### src/rtl/act_sched_pkg.sv
// Shared definitions for the ReLU activation-unit scheduler: state encoding,
// source-select codes and cfgdat field layout.
package act_sched_pkg;

   typedef enum logic [1:0] {
      IDLE  = 2'd0,
      CAPT  = 2'd1,
      TURN  = 2'd2,
      DRIVE = 2'd3
   } state_t;

   localparam logic [1:0] SEL_NONE = 2'b00;
   localparam logic [1:0] SEL_ACT1 = 2'b10;
   localparam logic [1:0] SEL_ACT2 = 2'b11;

   localparam int CFG_SEL_LSB = 0;
   localparam int CFG_OE_LSB  = 2;

   function automatic logic [1:0] sel_code(input logic s);
      return s ? SEL_ACT2 : SEL_ACT1;
   endfunction

   function automatic logic [1:0] grant_vec(input logic w);
      return w ? 2'b10 : 2'b01;
   endfunction

   function automatic logic [3:0] cfg_word(input logic [1:0] sel, input logic [1:0] oe);
      logic [3:0] c;
      c = '0;
      c[CFG_SEL_LSB +: 2] = sel;
      c[CFG_OE_LSB +: 2]  = oe;
      return c;
   endfunction

endpackage

### src/rtl/act_sched_rr.sv
// Two-way round-robin arbiter; the priority pointer p lives in the parent.
module act_sched_rr
   import act_sched_pkg::*;
(
   input  logic [1:0] req,
   input  logic       p,
   output logic [1:0] win
);

   always_comb begin
      win = 2'b00;
      if (req == 2'b11) win = grant_vec(p);
      else              win = req;
   end

endmodule

### src/rtl/act_sched.sv
// act_sched: arbitrates two requesters onto the shared ReLU unit (capture, turnaround, drive).
// Build option ACT_SCHED_TURN_EN inserts the bus-turnaround cycle between capture and drive.
module act_sched
   import act_sched_pkg::*;
#(
   parameter int HOLD = 1,
   parameter int CW   = 4
) (
   input  logic       clk,
   input  logic       rst,
   input  logic [1:0] req,
   input  logic [1:0] src,
   input  logic [3:0] dst,
   output logic [1:0] gnt,
   output logic [1:0] done,
   output logic       busy,
   output logic [3:0] cfgdat,
   output logic       rtm_en
);

   localparam logic [CW-1:0] CNT_LOAD      = CW'(HOLD - 1);
   localparam logic          LAST_ON_ENTRY = (HOLD == 1);

   state_t        state;
   logic          p;
   logic          w;
   logic [1:0]    win;
   logic [1:0]    dst_w;
   logic [1:0]    dst_q;
   logic [CW-1:0] cnt;

   act_sched_rr u_rr (
      .req (req),
      .p   (p),
      .win (win)
   );

   assign dst_w = w ? dst[3:2] : dst[1:0];

`ifndef ACT_SCHED_TURN_EN
   logic [1:0] dst_win;
   assign dst_win = win[1] ? dst[3:2] : dst[1:0];
`endif

   // Outputs are computed for the state being entered, so every one is a flop.
   always_ff @(posedge clk or negedge rst) begin
      if (!rst) begin
         state  <= IDLE;
         p      <= 1'b0;
         w      <= 1'b0;
         dst_q  <= 2'b00;
         cnt    <= '0;
         gnt    <= 2'b00;
         done   <= 2'b00;
         busy   <= 1'b0;
         cfgdat <= 4'b0000;
         rtm_en <= 1'b0;
      end else begin
         gnt    <= 2'b00;
         done   <= 2'b00;
         cfgdat <= 4'b0000;
         rtm_en <= 1'b0;
         case (state)
            IDLE: begin
               busy <= 1'b0;
               if (|req) begin
                  state  <= CAPT;
                  w      <= win[1];
                  p      <= ~win[1];
                  gnt    <= win;
                  busy   <= 1'b1;
                  cfgdat <= cfg_word(sel_code(src[win[1]]), 2'b00);
                  rtm_en <= 1'b1;
`ifndef ACT_SCHED_TURN_EN
                  if (dst_win == 2'b00) done <= win;
`endif
               end
            end
            CAPT: begin
               dst_q <= dst_w;
`ifdef ACT_SCHED_TURN_EN
               state <= TURN;
               if (dst_w == 2'b00) done <= grant_vec(w);
`else
               if (dst_w == 2'b00) begin
                  state <= IDLE;
                  busy  <= 1'b0;
               end else begin
                  state  <= DRIVE;
                  cnt    <= CNT_LOAD;
                  cfgdat <= cfg_word(SEL_NONE, dst_w);
                  if (LAST_ON_ENTRY) done <= grant_vec(w);
               end
`endif
            end
            TURN: begin
               if (dst_q == 2'b00) begin
                  state <= IDLE;
                  busy  <= 1'b0;
               end else begin
                  state  <= DRIVE;
                  cnt    <= CNT_LOAD;
                  cfgdat <= cfg_word(SEL_NONE, dst_q);
                  if (LAST_ON_ENTRY) done <= grant_vec(w);
               end
            end
            DRIVE: begin
               if (cnt == '0) begin
                  state <= IDLE;
                  busy  <= 1'b0;
               end else begin
                  cnt    <= cnt - 1'b1;
                  cfgdat <= cfg_word(SEL_NONE, dst_q);
                  if (cnt == CW'(1)) done <= grant_vec(w);
               end
            end
            default: state <= IDLE;
         endcase
      end
   end

endmodule

### config.mk
export PLATFORM = sky130hd
export DESIGN_NAME = act_sched
export DESIGN_NICKNAME = d
export VERILOG_FILES = /design/src/rtl/act_sched_pkg.sv /design/src/rtl/act_sched_rr.sv /design/src/rtl/act_sched.sv
export SDC_FILE = /design/constraint.sdc
export NUM_CORES = 1
export LEC_CHECK = 0
export BUFFER_PORTS_ARGS = -buffer_cell sky130_fd_sc_hd__buf_4
export CAP_MARGIN = 20
export CORE_MARGIN = 2
export CORE_UTILIZATION = 30
export DETAILED_ROUTE_END_ITERATION = 12
export PLACE_DENSITY_LB_ADDON = 0.2
export SYNTH_ARGS = -nofsm -noshare
export SYNTH_HDL_FRONTEND = slang
export SYNTH_SLANG_ARGS = --single-unit
### constraint.sdc
create_clock -name clk -period 1.3 [get_ports clk]
set_input_delay 0.26 -clock clk [delete_from_list [all_inputs] [get_ports clk]]
set_output_delay 0.26 -clock clk [all_outputs]
set_load 0.1 [all_outputs]
==> flow_summary.ini <==
[worst_setup_path]
r2r_end = cnt[0]
r2r-start = w
critPathArrivalTime_ns = 1.51
crit_required_ns = 1.49
worst-path-max-fanout = 5
critPathLaunchType = register
crit_type = register to register
ff2ff_path_depth = 4
reg2reg_slack_ns = -0.02
critPathCaptureType = register

[cts]
worstSkewPairLatency_ns = 0.29
htreeDepth = 1
cts_made_buffers = 3
clk_path_buf_depth = 2
cts_tree = built
cts_root_buffer = clkbuf_4
path_clk_slew_ns = 0.11
cts.sinks = 19

[synthesis]
synth_top_family_by_area = compound AO/OA/AOI/OAI gates
yosysWarningCount = 0
synth_xor_area_share_pct = 1.98
avgSynthCellArea_um2 = 11.0
yosys.area_share.simple_pct = 13.0
syn_inst = 80
ys_ff_latch = 19
synth.distinct_cells = 31
synth-adder-area-share_pct = 2.83
seq_area_frac_synth_pct = 53.8
synth_fp_nets = 92
synth_compound_area_share_pct = 16.4
synth_area_um2 = 883
synthMuxAreaShare_pct = 6.37

[floorplan]
die_area_mm2 = 0.00339
start_util_pct = 31.8
core-area_mm2 = 0.00278
io_pins = 20
die-height_um = 58.3
die_w_um = 58.3
num_rows = 19

[sta]
worstMarginPinSlew_ns = 0.391
slew_viol_final = 0
rsz0062_at_grt = yes
setup_violations = 3
period_minus_slack_ns = 1.32
finalCritPeriodShare_pct = 102
hold_viol = 0
max_freq_mhz = 757
max_slew_margin_pct = 73.8
fin_skew_ns = 0.00581
setup_slack_ns = -0.0213
tns_ns = -0.0354
holdWs_ns = 0.170

[min_path]
holdPathEnd = p
holdCritStartpoint = req[1]
hold_class = input pin to register
hold_depth = 2

[drt]
vias_per_cell = 4.69
drt-pass1-iter-count = 3
wire_per_inst_um = 12.2
routed_wl_mm = 1.90
route.detailed.drc = 0
drt_iter0_markers = 3
drtAntennaViolNets = 0
dr_total_vias = 732

[grt]
grtUsageTotal_pct = 13.1
antenna_found_initial = 0
grt_max_degree = 20
grt_pass1_vias = 811
grt_pass1_wl_mm = 3.35
grt_overflow = 0

[final_layout]
nNetsFinal = 138
drive_gt1_share_pct = 55.2
antenna-diode-count = 0
syn2layout_area_growth_pct = 50.1
fill_cells = 265

[placement]
dp_hpwl_mm = 1.50
gp_congestion = 0.765
port_buffers = 19

[outcome]
status = finished with violations
violations = negative setup slack

[job]
cap_violations = 0
logic make-up after synthesis:
kind of cell    Yosys count
simple gates             21
mux                       5
xor+xnor                  2
flops                    19
buf+inv                  11
compound gates           20
fa+ha+maj                 2
sequential cells by signal, summed over array words and instances (netlist names):
signal,flops
busy,1
cfgdat,3
cnt,4
done,2
dst_q,2
gnt,2
p,1
rtm_en,1
state,2
w,1
cells in the mapped netlist, drive strengths merged:
cell type   n  area, um2
nand3       1       5.00
buf         2       15.0
o32ai       1       8.76
nor2        9       33.8
xnor2       1       8.76
nand2       3       11.3
inv         9       33.8
a211oi      1       12.5
mux2        2       26.3
o21bai      1       7.51
a22o        1       8.76
and4b       1       10.0
mux2i       3       30.0
or2         1       6.26
a31oi       2       12.5
nor3        4       36.3
a21oi       3       18.8
o2111ai     1       8.76
nand2b      1       6.26
or3         1       6.26
ha          2       25.0
o21ai       4       20.0
o2bb2ai     1       8.76
xor2        1       8.76
a21o        5       38.8
dfrtp      19        475
worst max path at each step:
stage	slack (ns)	startpoint	cells after the start	to
3_3_place_gp	-0.07	cnt[0]	5	done[0]
4_1_cts	-0.03	cnt[1]	4	cnt[3]
3_5_place_dp	-0.08	cnt[1]	5	done[0]
6_report	-0.02	w	4	cnt[0]
5_1_grt	-0.08	cnt[0]	4	cnt[3]
2_1_floorplan	0.0008	cnt[0]	5	cnt[0]
through the flow:
stage               utilization, %  instances  cell area, um2  setup slack (ns)
CTS                           46.9        154            1310           -0.0273
floorplan                        -         80             888          0.000791
detailed placement            43.0        147            1200           -0.0829
global placement              43.0        147            1200           -0.0689
global route                  47.7        156            1330           -0.0823
finish                        47.7        156            1330           -0.0213
layer usage:
metal  up-vias  part of all wire (%)  track usage [%]
met3         2                   3.2             3.13
li1        365                     -                -
met5         -                     0                0
met4         0                  0.90             5.98
met1       357                    44             15.0
met2         8                    52             23.0
placed cells by master, fill, tap and decap left out, types with 2 or more instances in the layout:
| cell | netlist | routed |
|---|---|---|
| buf_4 | 2 | 41 |
| dfrtp_2 | 0 | 3 |
| a21oi_2 | 1 | 2 |
| a21o_1 | 4 | 4 |
| nor3_4 | 1 | 2 |
| clkbuf_4 | 0 | 3 |
| nor2_2 | 0 | 2 |
| a31oi_1 | 2 | 2 |
| nand2_1 | 3 | 3 |
| inv_2 | 0 | 3 |
| nor2_1 | 9 | 7 |
| mux2i_2 | 0 | 2 |
| dfrtp_1 | 19 | 16 |
| inv_1 | 9 | 6 |
| o21ai_1 | 0 | 2 |
worst max-delay path: stages, from the launching register on:
cell     delay, ns
dfrtp_1       0.44
mux2i_2       0.18
a21oi_2       0.26
nor3_4        0.08
mux2_4        0.26
timing repair:
action                                  CTS  global route
setup buffers                             2             2
hold buffers                              1             0
gates resized for setup                  14             6
endpoints found under the setup margin   12            12
hold endpoints to repair                 19             0
pin swaps                                 6             6
cell type report:
| type | instances | area, um2 | area share (%) |
|---|---|---|---|
| tap | 31 | 38.8 | 2.92 |
| inverter | 9 | 33.8 | 2.55 |
| clock buffer | 3 | 22.5 | 1.70 |
| sequential | 19 | 479 | 36.1 |
| timing repair buffer | 43 | 329 | 24.8 |
| multi-input combinational | 50 | 418 | 31.5 |
| clock inverter | 1 | 5.00 | 0.377 |
Power is not shown: default switching activity piles up to over one toggle a cycle in this logic, so the estimate is an artifact.
